$ cat src/rtl/tank_bullet_ctrl_pkg.sv
// Shared types and screen constants for the tank projectile manager.
// BULLET_BOUNCE_EN adds a per-slot bounced bit to bullet_t.
package tank_pkg;

  typedef enum logic [2:0] {
    DIR_UP    = 3'd1,
    DIR_RIGHT = 3'd2,
    DIR_LEFT  = 3'd3,
    DIR_DOWN  = 3'd4
  } dir_t;

  localparam logic [9:0] X_MAX = 10'd639;
  localparam logic [9:0] Y_MAX = 10'd479;

  typedef struct packed {
    logic       active;
    logic [9:0] x;
    logic [9:0] y;
    dir_t       dir;
`ifdef BULLET_BOUNCE_EN
    logic       bounced;
`endif
  } bullet_t;

  function automatic logic dir_valid(input logic [2:0] d);
    return (d >= 3'd1) && (d <= 3'd4);
  endfunction

endpackage

$ cat src/rtl/tank_bullet_ctrl_if.sv
// Tank-stage / pixel-stage signal bundle for tank_bullet_ctrl.
interface tank_bullet_ctrl_if;
  logic       fire_req;
  logic [9:0] tank_X;
  logic [9:0] tank_Y;
  logic [2:0] tank_dir;
  logic [9:0] DrawX;
  logic [9:0] DrawY;
  logic       is_bullet;
  logic       fire_ack;
  logic [3:0] bullet_count;

  modport master (
    output fire_req, tank_X, tank_Y, tank_dir, DrawX, DrawY,
    input  is_bullet, fire_ack, bullet_count
  );

  modport slave (
    input  fire_req, tank_X, tank_Y, tank_dir, DrawX, DrawY,
    output is_bullet, fire_ack, bullet_count
  );
endinterface

$ cat src/rtl/tank_bullet_ctrl_bullet_slot.sv
// One bullet slot: spawn load, per-tick move/retire, pixel hit test.
// With BULLET_BOUNCE_EN the first edge violation reflects the bullet.
module bullet_slot
  import tank_pkg::*;
#(
  parameter logic [9:0] B_SIZE = 10'd4,
  parameter logic [9:0] SPEED  = 10'd4,
  parameter logic [9:0] XLIM   = 10'd636,
  parameter logic [9:0] YLIM   = 10'd476
) (
  input  logic       Clk,
  input  logic       Reset_n,
  input  logic       tick,
  input  logic       spawn,
  input  logic [9:0] spawn_x,
  input  logic [9:0] spawn_y,
  input  dir_t       spawn_dir,
  input  logic [9:0] draw_x,
  input  logic [9:0] draw_y,
  output logic       active,
  output logic       active_nxt,
  output logic       hit
);

  localparam logic signed [10:0] SPD = signed'({1'b0, SPEED});
  localparam logic signed [10:0] XL  = signed'({1'b0, XLIM});
  localparam logic signed [10:0] YL  = signed'({1'b0, YLIM});

  bullet_t          b_q, b_d;
  logic signed [10:0] mx, my;
  logic             vx_lo, vx_hi, vy_lo, vy_hi, viol;

  // candidate position one step along the current direction
  always_comb begin
    mx = signed'({1'b0, b_q.x});
    my = signed'({1'b0, b_q.y});
    case (b_q.dir)
      DIR_UP:    my = my - SPD;
      DIR_DOWN:  my = my + SPD;
      DIR_LEFT:  mx = mx - SPD;
      DIR_RIGHT: mx = mx + SPD;
      default:   ;
    endcase
    vx_lo = mx < 11'sd0;
    vx_hi = mx > XL;
    vy_lo = my < 11'sd0;
    vy_hi = my > YL;
    viol  = vx_lo | vx_hi | vy_lo | vy_hi;
  end

  // next slot state: spawn load beats movement (a free slot never moves anyway)
  always_comb begin
    b_d = b_q;
    if (spawn) begin
      b_d.active = 1'b1;
      b_d.x      = spawn_x;
      b_d.y      = spawn_y;
      b_d.dir    = spawn_dir;
`ifdef BULLET_BOUNCE_EN
      b_d.bounced = 1'b0;
`endif
    end else if (tick && b_q.active) begin
      if (!viol) begin
        b_d.x = mx[9:0];
        b_d.y = my[9:0];
      end else begin
`ifdef BULLET_BOUNCE_EN
        if (b_q.bounced) begin
          b_d.active = 1'b0;
        end else begin
          // only the axis of travel can violate, so reversing dir reverses that axis
          b_d.bounced = 1'b1;
          b_d.x = vx_lo ? 10'd0 : (vx_hi ? XLIM : mx[9:0]);
          b_d.y = vy_lo ? 10'd0 : (vy_hi ? YLIM : my[9:0]);
          case (b_q.dir)
            DIR_UP:    b_d.dir = DIR_DOWN;
            DIR_DOWN:  b_d.dir = DIR_UP;
            DIR_LEFT:  b_d.dir = DIR_RIGHT;
            DIR_RIGHT: b_d.dir = DIR_LEFT;
            default:   ;
          endcase
        end
`else
        b_d.active = 1'b0;
`endif
      end
    end
  end

  // slot state register
  always_ff @(posedge Clk or negedge Reset_n) begin
    if (!Reset_n) b_q <= '0;
    else          b_q <= b_d;
  end

  assign active     = b_q.active;
  assign active_nxt = b_d.active;

  assign hit = b_q.active
            && ({1'b0, draw_x} >= {1'b0, b_q.x})
            && ({1'b0, draw_x} <= {1'b0, b_q.x} + {1'b0, B_SIZE} - 11'd1)
            && ({1'b0, draw_y} >= {1'b0, b_q.y})
            && ({1'b0, draw_y} <= {1'b0, b_q.y} + {1'b0, B_SIZE} - 11'd1);

endmodule

$ cat src/rtl/tank_bullet_ctrl.sv
// Projectile manager: frame tick / fire edge detection, cooldown,
// lowest-free-slot allocation, pixel OR and active-slot count.
// Optional feature macro: BULLET_BOUNCE_EN (bullets reflect once at the edge).
module tank_bullet_ctrl
  import tank_pkg::*;
#(
  parameter int         NUM_BULLETS = 4,
  parameter logic [9:0] B_SIZE      = 10'd4,
  parameter logic [9:0] SPEED       = 10'd4,
  parameter logic [9:0] TANK_SIZE   = 10'd32,
  parameter logic [7:0] COOLDOWN    = 8'd15
) (
  input  logic               Clk,
  input  logic               Reset_n,
  input  logic               frame_clk,
  tank_bullet_ctrl_if.slave  bus
);

  localparam logic [9:0] OFS  = (TANK_SIZE - B_SIZE) >> 1;
  localparam logic [9:0] XLIM = X_MAX - B_SIZE + 10'd1;
  localparam logic [9:0] YLIM = Y_MAX - B_SIZE + 10'd1;

  logic [2:0]             fc_sync;
  logic                   fire_q, fire_qq;
  logic [7:0]             cd_q;
  logic [3:0]             cnt_q, cnt_nxt;
  logic                   tick, fire_edge, accept, any_free;
  logic [NUM_BULLETS-1:0] act, act_nxt, hit, sel, spawn;

  // frame_clk: two sync flops plus one history flop for the rising edge
  always_ff @(posedge Clk or negedge Reset_n) begin
    if (!Reset_n) fc_sync <= '0;
    else          fc_sync <= {fc_sync[1:0], frame_clk};
  end
  assign tick = fc_sync[1] & ~fc_sync[2];

  // fire_req edge detector; resets to "already high" so a request held
  // through reset release must drop and rise again before it fires
  always_ff @(posedge Clk or negedge Reset_n) begin
    if (!Reset_n) begin
      fire_q  <= 1'b1;
      fire_qq <= 1'b1;
    end else begin
      fire_q  <= bus.fire_req;
      fire_qq <= fire_q;
    end
  end
  assign fire_edge = fire_q & ~fire_qq;

  // lowest-index free slot (uses registered state: a slot retiring this
  // cycle is not offered until the next one)
  always_comb begin
    sel      = '0;
    any_free = 1'b0;
    for (int i = 0; i < NUM_BULLETS; i++) begin
      if (!act[i] && !any_free) begin
        sel[i]   = 1'b1;
        any_free = 1'b1;
      end
    end
  end

  assign accept = fire_edge && (cd_q == 8'd0) && any_free && dir_valid(bus.tank_dir);
  assign spawn  = accept ? sel : '0;

  // cooldown: load on accept wins over the tick decrement
  always_ff @(posedge Clk or negedge Reset_n) begin
    if (!Reset_n)                  cd_q <= 8'd0;
    else if (accept)               cd_q <= COOLDOWN;
    else if (tick && cd_q != 8'd0) cd_q <= cd_q - 8'd1;
  end

  for (genvar g = 0; g < NUM_BULLETS; g++) begin : g_slot
    bullet_slot #(
      .B_SIZE (B_SIZE),
      .SPEED  (SPEED),
      .XLIM   (XLIM),
      .YLIM   (YLIM)
    ) u_slot (
      .Clk        (Clk),
      .Reset_n    (Reset_n),
      .tick       (tick),
      .spawn      (spawn[g]),
      .spawn_x    (bus.tank_X + OFS),
      .spawn_y    (bus.tank_Y + OFS),
      .spawn_dir  (dir_t'(bus.tank_dir)),
      .draw_x     (bus.DrawX),
      .draw_y     (bus.DrawY),
      .active     (act[g]),
      .active_nxt (act_nxt[g]),
      .hit        (hit[g])
    );
  end

  // popcount of next slot state so the registered count matches slots after the edge
  always_comb begin
    cnt_nxt = '0;
    for (int i = 0; i < NUM_BULLETS; i++) cnt_nxt = cnt_nxt + {3'b0, act_nxt[i]};
  end

  // registered active-slot count
  always_ff @(posedge Clk or negedge Reset_n) begin
    if (!Reset_n) cnt_q <= '0;
    else          cnt_q <= cnt_nxt;
  end

  assign bus.fire_ack     = accept;
  assign bus.is_bullet    = |hit;
  assign bus.bullet_count = cnt_q;

endmodule

$ cat src/flat_wrapper.sv
// flat-port wrapper written by rule: the top's interface ports become plain ports
module tank_bullet_ctrl_flat import tank_pkg::*;
#(
  parameter int         NUM_BULLETS = 4,
  parameter logic [9:0] B_SIZE      = 10'd4,
  parameter logic [9:0] SPEED       = 10'd4,
  parameter logic [9:0] TANK_SIZE   = 10'd32,
  parameter logic [7:0] COOLDOWN    = 8'd15
)
  (Clk, Reset_n, frame_clk, bus_fire_req, bus_tank_X, bus_tank_Y, bus_tank_dir, bus_DrawX, bus_DrawY, bus_is_bullet, bus_fire_ack, bus_bullet_count);
  tank_bullet_ctrl_if bus_i ();
  input  logic Clk;
  input  logic Reset_n;
  input  logic frame_clk;
  input wire logic [$bits(bus_i.fire_req)-1:0] bus_fire_req;
  input wire logic [$bits(bus_i.tank_X)-1:0] bus_tank_X;
  input wire logic [$bits(bus_i.tank_Y)-1:0] bus_tank_Y;
  input wire logic [$bits(bus_i.tank_dir)-1:0] bus_tank_dir;
  input wire logic [$bits(bus_i.DrawX)-1:0] bus_DrawX;
  input wire logic [$bits(bus_i.DrawY)-1:0] bus_DrawY;
  output wire logic [$bits(bus_i.is_bullet)-1:0] bus_is_bullet;
  output wire logic [$bits(bus_i.fire_ack)-1:0] bus_fire_ack;
  output wire logic [$bits(bus_i.bullet_count)-1:0] bus_bullet_count;
  assign bus_i.fire_req = bus_fire_req;
  assign bus_i.tank_X = bus_tank_X;
  assign bus_i.tank_Y = bus_tank_Y;
  assign bus_i.tank_dir = bus_tank_dir;
  assign bus_i.DrawX = bus_DrawX;
  assign bus_i.DrawY = bus_DrawY;
  assign bus_is_bullet = bus_i.is_bullet;
  assign bus_fire_ack = bus_i.fire_ack;
  assign bus_bullet_count = bus_i.bullet_count;
  tank_bullet_ctrl #(.NUM_BULLETS(NUM_BULLETS), .B_SIZE(B_SIZE), .SPEED(SPEED), .TANK_SIZE(TANK_SIZE), .COOLDOWN(COOLDOWN)) u_core (.Clk(Clk), .Reset_n(Reset_n), .frame_clk(frame_clk), .bus(bus_i));
endmodule
$ cat config.mk
export PLATFORM = sky130hd
export DESIGN_NAME = tank_bullet_ctrl_flat
export DESIGN_NICKNAME = d
export VERILOG_FILES = /design/src/rtl/tank_bullet_ctrl_pkg.sv /design/src/rtl/tank_bullet_ctrl_if.sv /design/src/rtl/tank_bullet_ctrl_bullet_slot.sv /design/src/rtl/tank_bullet_ctrl.sv /design/src/flat_wrapper.sv
export SDC_FILE = /design/constraint.sdc
export NUM_CORES = 1
export LEC_CHECK = 0
export BUFFER_PORTS_ARGS = -buffer_cell sky130_fd_sc_hd__buf_2
export CORE_MARGIN = 5
export CORE_UTILIZATION = 55
export CTS_BUF_LIST = sky130_fd_sc_hd__clkbuf_4 sky130_fd_sc_hd__clkbuf_8
export CTS_CLUSTER_SIZE = 24
export DETAILED_ROUTE_END_ITERATION = 8
export GPL_TIMING_DRIVEN = 0
export PLACE_DENSITY_LB_ADDON = 0.08
export SLEW_MARGIN = 20
export SYNTH_ARGS = -nofsm -noshare
export SYNTH_HDL_FRONTEND = slang
export SYNTH_HIERARCHICAL = 1
export SYNTH_SLANG_ARGS = --single-unit
export TNS_END_PERCENT = 20
$ cat constraint.sdc
create_clock -name Clk -period 4.5 [get_ports Clk]
set_input_delay 1.125 -clock Clk [delete_from_list [all_inputs] [get_ports Clk]]
set_output_delay 1.125 -clock Clk [all_outputs]
set_load 0.03 [all_outputs]
## Word-level counts from Yosys, hierarchy flattened

Cells that the tools add are included.

| storage, ports and cells | value |
|---|---|
| register bits after elaboration | 113 |
| input port bits | 47 |
| output and inout bits | 6 |
| logic and storage cells | 208 |

| operators by class | value |
|---|---|
| add/subtract/negate cells | 38 |
| magnitude comparators | 34 |
| eq/ne operators | 20 |
| multiplexer cells | 34 |
| bitwise operators | 16 |
| reductions and logical operators | 45 |

Operator list:

| operator | count |
|---|---|
| $add 10x3->11 const B | 16 |
| $pmux 11 s2 | 8 |
| $mux 21 | 8 |
| $le 10x11->1 | 8 |
| $lt 11x1->1 const B | 8 |
| $sub 10x3->11 const B | 8 |
| $sub 11x1->11 const B | 8 |
| $ge 10x10->1 | 8 |
| $mux 20 | 4 |
| $gt 11x10->1 const B | 4 |
| $gt 11x11->1 const B | 4 |
| $logic_and 1x1->1 | 28 |
| $eq 3x2->1 const B | 8 |
| $add 10x4->10 const B | 2 |
| $mux 8 | 2 |
| $eq 3x1->1 const B | 4 |
| $eq 3x3->1 const B | 4 |
| $or 1x1->1 | 12 |
| $mux 1 | 11 |
| $reduce_bool 2->1 | 5 |
| $add 4x1->4 | 2 |
| $logic_not 8->1 | 1 |
| $ne 2x1->1 const B | 4 |
| $reduce_and 2->1 | 4 |
| 10 further kinds | 16 |

## Longest topological paths before layout

| depth | value |
|---|---|
| word-level depth | 16 |
| depth in mapped cells | 20 |
| gate-level depth less buffers | 18 |

## Hierarchy

The synthesis kept the hierarchy.

Modules (own cells, without submodules):

| module | times used | cells each | area an instance (um2) | seq. area each (um2) |
|---|---|---|---|---|
| bullet_slot (u_core.g_slot[0].u_slot) | 1 | 409 | 3384.5 | 600.6 |
| bullet_slot (u_core.g_slot[3].u_slot) | 1 | 392 | 3239.4 | 600.6 |
| bullet_slot (u_core.g_slot[2].u_slot) | 1 | 392 | 3238.1 | 600.6 |
| bullet_slot (u_core.g_slot[1].u_slot) | 1 | 386 | 3225.6 | 600.6 |
| tank_bullet_ctrl | 1 | 111 | 1046.0 | 402.9 |

## Worst setup path after synthesis

OpenSTA, ideal clock, no wires.

| timing path | value |
|---|---|
| path type | input to output |
| start point | input bus_DrawX[0] |
| end point | output bus_is_bullet |
| data arrival time | 3075 ps |
| data required time | 3375 ps |
| slack | 300 ps |
| stages on the path | 11 |
| buffers on the path | 0 |
| path through | inv_1 -> ha_1 -> a21boi_0 -> o21ai_0 -> nand2b_1 -> a211oi_1 -> o21bai_1 -> a211oi_1 -> o21a_1 -> a2111oi_0 -> or4_1 |

| on the way | value |
|---|---|
| cells in the longest elaborated chain, start to end | 6 |
| elaborated cells on any way between the ends | 25 |
| classes of those cells | 8 x order compare; 17 x reduce/logical |

RTL lines:

| element | RTL line | text |
|---|---|---|
| start, declared | flat_wrapper.sv:19 | `input wire logic [$bits(bus_i.DrawX)-1:0] bus_DrawX;` |
| $ge 10x10->1 | tank_bullet_ctrl_bullet_slot.sv:100 | `&& ({1'b0, draw_x} >= {1'b0, b_q.x})` |
| $logic_and 1x1->1 | tank_bullet_ctrl_bullet_slot.sv:100 |  |
| $logic_and 1x1->1 * | tank_bullet_ctrl_bullet_slot.sv:101 | `&& ({1'b0, draw_x} <= {1'b0, b_q.x} + {1'b0, B_SIZE} - 11'd1)` |
| $logic_and 1x1->1 * | tank_bullet_ctrl_bullet_slot.sv:102 | `&& ({1'b0, draw_y} >= {1'b0, b_q.y})` |
| $logic_and 1x1->1 * | tank_bullet_ctrl_bullet_slot.sv:103 | `&& ({1'b0, draw_y} <= {1'b0, b_q.y} + {1'b0, B_SIZE} - 11'd1);` |
| via u_core.hit[0] | tank_bullet_ctrl.sv:28 | `logic [NUM_BULLETS-1:0] act, act_nxt, hit, sel, spawn;` |
| $reduce_or 4->1 * | tank_bullet_ctrl.sv:108 | `assign bus.is_bullet = \|hit;` |
| end, declared | flat_wrapper.sv:21 | `output wire logic [$bits(bus_i.is_bullet)-1:0] bus_is_bullet;` |

Mark *: on every way through the listed nets, which the timed path passes. The rest lies on a longest branch.

## Worst setup path in the final report

| timing path | value |
|---|---|
| start point | input bus_DrawY[1] |
| end point | output bus_is_bullet |

| on the way | value |
|---|---|
| cells in the longest elaborated chain, start to end | 4 |
| elaborated cells on any way between the ends | 17 |
| classes of those cells | 8 x order compare; 9 x reduce/logical |

RTL lines:

| element | RTL line | text |
|---|---|---|
| start, declared | flat_wrapper.sv:20 | `input wire logic [$bits(bus_i.DrawY)-1:0] bus_DrawY;` |
| $ge 10x10->1 | tank_bullet_ctrl_bullet_slot.sv:102 |  |
| $logic_and 1x1->1 | tank_bullet_ctrl_bullet_slot.sv:102 |  |
| $logic_and 1x1->1 * | tank_bullet_ctrl_bullet_slot.sv:103 |  |
| via u_core.hit[2] | tank_bullet_ctrl.sv:28 |  |
| $reduce_or 4->1 * | tank_bullet_ctrl.sv:108 |  |

Marks and branches as above.

==> flow_summary.yaml <==
outcome:
  status: "finished, violations left"
  violations: "negative setup slack"
global_route:
  antenna_found_initial: 0
  grt_start_max_net_pins: 68
  grtUsageTotal_pct: 29.78
  grt_util_met3_pct: 4.692
  grt_util_met1_pct: 37.95
  grt_pass1_wl_um: 68810
  grt.busiest_layer: "met2"
  use_met2_pct: 49.86
  globalRouteOverflowTotal: 0
  first_global_vias: 12929
sta:
  period_needed_ps: 4564
  fin_crit_sh_pct: 101.4
  clock_skew_ps: 20.24
  fin_ws_ps: -63.58
  finalHoldViolCount: 0
  grt_setup_unrepaired: "yes"
  tightest_slew_ps: 1156
  slew_headroom_pct: 22.39
  drv_slew: 0
  fmax_mhz: 219.1
  fin_setup_tns_ps: -63.58
  setup_viol: 1
hold_path:
  min_path_type: "reg2reg"
floorplanning:
  core-area_mm2: 0.02525
  die-height_um: 170.3
  io_pins: 53
  dieArea_mm2: 0.02900
  num_rows: 58
  die-width_um: 170.3
  start_util_pct: 55.97
synth:
  syn_inst: 1690
  synthFlopType: "dfrtp_1"
  syn_area_per_cell_um2: 8.363
  ys_types: 96
  ys_ff_latch: 112
  syn_nets: 1987
  asyncSetResetFlopFracSynth_pct: 100.0
  yosysWarnings: 6
  syn_area_mm2: 0.01413
  synth_edf_count: 0
  ys_seq_area_share_pct: 19.85
final_layout:
  final_common_cell: "ha_1"
  area_delta_synth_final_pct: 14.54
  design_area_mm2: 0.01619
  layout-drive-gt1-share_pct: 17.57
  layout.nets: 2096
  n_antenna_cell: 0
  layout_common_cells: "ha_1 (226), nand2_1 (136), inv_1 (126)"
clocking:
  clock_path_buffers: 2
  clockRootBuffer: "clkbuf_8"
  cts_hold_buf: 0
  cts_buffers: 9
  cts_tree: "done"
  worstSkewPairLatency_ps: 400
  htree_levels: 3
  cts_sinks: 112
  clkTransAtPathRegs_ps: 120
pwr:
  clock_power_share_pct: 21.0
  leakage_nw: 7.447
  sequentialPowerShare_pct: 33.2
  powerDensity_mw_per_mm2: 213.6
  p_switching_mw: 1.424
  fin_total_pwr_mw: 3.458
  pwr-share-comb_pct: 45.9
  peakVddDrop_mv: 0.3014
  swShare_pct: 41.18
  internal_power_mw: 2.034
routing:
  wl_per_cell_um: 20.65
  vias: 13371
  drt_wl_total_um: 44070
  drt-initial-drc-count: 945
  drc: 0
  drtAntennaViolNets: 0
  dr.pass1.iters: 5
  vias_per_cell: 6.266
placed_design:
  placed_area_mm2: 0.01484
  hpwl_um: 32810
  finalWeightedCongestion: 0.9218
  port_buffers: 51
setup_path:
  startpoint_type: "primary input"
  worstPathMaxFanout: 7
  critPathArrivalTime_ps: 3440
  setup.worst_path.class: "in2out"
  crit_path_end_kind: "primary output"
  required_ps: 3380
run:
  drv_cap: 0
==> power groups by stage <==
stage          Sequential [mW]  Combinational (mW)  Clock (mW)
2_1_floorplan             1.14                1.05           0
3_3_place_gp              1.16                1.41           0
3_5_place_dp              1.16                1.44           0
4_1_cts                   1.14                1.51       0.746
5_1_grt                   1.16                1.75       0.788
6_report                  1.15                1.59       0.725
==> state kept, by name, indices dropped and copies added (netlist names) <==
register,flops
u_core/fire_q,1
u_core/g_slot.u_slot/b_q,92
u_core/bus.bullet_count,3
u_core/cd_q,8
u_core/g_slot.u_slot/active,4
u_core/fire_qq,1
u_core/fc_sync,3
==> stage by stage <==
stage | worst slack (ps) | utilization [%] | hold slack [ps] | instances
6_report | -63.58 | 64.10 | 369.3 | 2134
3_3_place_gp | -477.8 | 58.61 | 333.4 | 2071
3_5_place_dp | -479.1 | 58.74 | 341.6 | 2072
5_1_grt | -187.6 | 64.10 | 372.0 | 2134
4_1_cts | -4.121 | 61.98 | 370.0 | 2103
2_1_floorplan | 299.6 | - | 331.2 | 1690
==> worst max-delay path, stage by stage <==
cell,delay [ps]
buf_12,120
ha_4,230
a21boi_1,130
o21a_1,170
o21ai_1,140
a21oi_1,100
o21a_1,200
o21ai_1,130
a21oi_1,100
nor2_2,220
nor4_2,60
or4_4,550
buf_6,160
==> cell families (layout without fill, tap and decap cells) <==
logic type / after synthesis / after routing / share of synthesized area, %
AOI/OAI and AO/OA: 471 / 471 / 23.09
other: 1 / 1 / 0.02653
buffers and inverters: 187 / 301 / 5.444
xor gates and xnor gates: 105 / 105 / 6.507
adders and majority gates: 250 / 250 / 22.61
muxes: 46 / 46 / 3.523
DFF: 112 / 112 / 19.85
and+or+nand+nor: 518 / 518 / 18.95
==> timing repair <==
item,4_1_cts,5_1_grt
gates cloned,0,0
pin swaps,29,30
setup buffers,16,31
resized for setup,117,71
endpoints found under the setup margin,4,16
==> metal layers <==
metal,wire length (um),vias to the layer above
met5,0,-
met4,2067,0
met3,2818,119
met2,20870,449
met1,18320,6365
li1,-,6438
==> worst paths after layout <==
path,from,slack [ps],end,cells after the start
setup reg to reg,u_core/g_slot[0].u_slot/b_q[2],100,u_core/bus.bullet_count[1],19
hold reg to reg,u_core/fc_sync[0],370,u_core/fc_sync[1],0
min in group asynchronous,Reset_n,630,u_core/g_slot[3].u_slot/b_q[4],1
hold / removal,u_core/fc_sync[0],370,u_core/fc_sync[1],0
setup / recovery,bus_DrawY[1],-60,bus_is_bullet,13
max in group asynchronous,Reset_n,3120,u_core/g_slot[0].u_slot/b_q[5],2
==> layout make-up <==
cell class | count | area (um2)
well taps | 330 | 412.9
plain buffers | 48 | 274.0
multi-input cells | 1391 | 11230
flip-flops and latches | 112 | 2820
clock inverters | 5 | 87.58
inverters | 138 | 524.3
repair buffers | 99 | 693.2
clock buffers | 11 | 145.1
fillers | 2201 | 9066
==> synth_stat cells, types with 31 or more instances <==
master	instances	area, um2
a21o_1	37	277.8
a21oi_1	72	360.4
dfrtp_1	110	2753
ha_1	241	3015
inv_1	137	514.2
nand2_1	136	510.5
nand2b_1	39	244.0
nand3_1	46	230.2
nor2_1	102	382.9
nor2b_1	31	193.9
nor3_1	57	285.3
o21a_1	31	232.7
o21ai_0	133	665.6
xnor2_1	77	674.4
No activity file was read; power rests on OpenSTA's default activity.
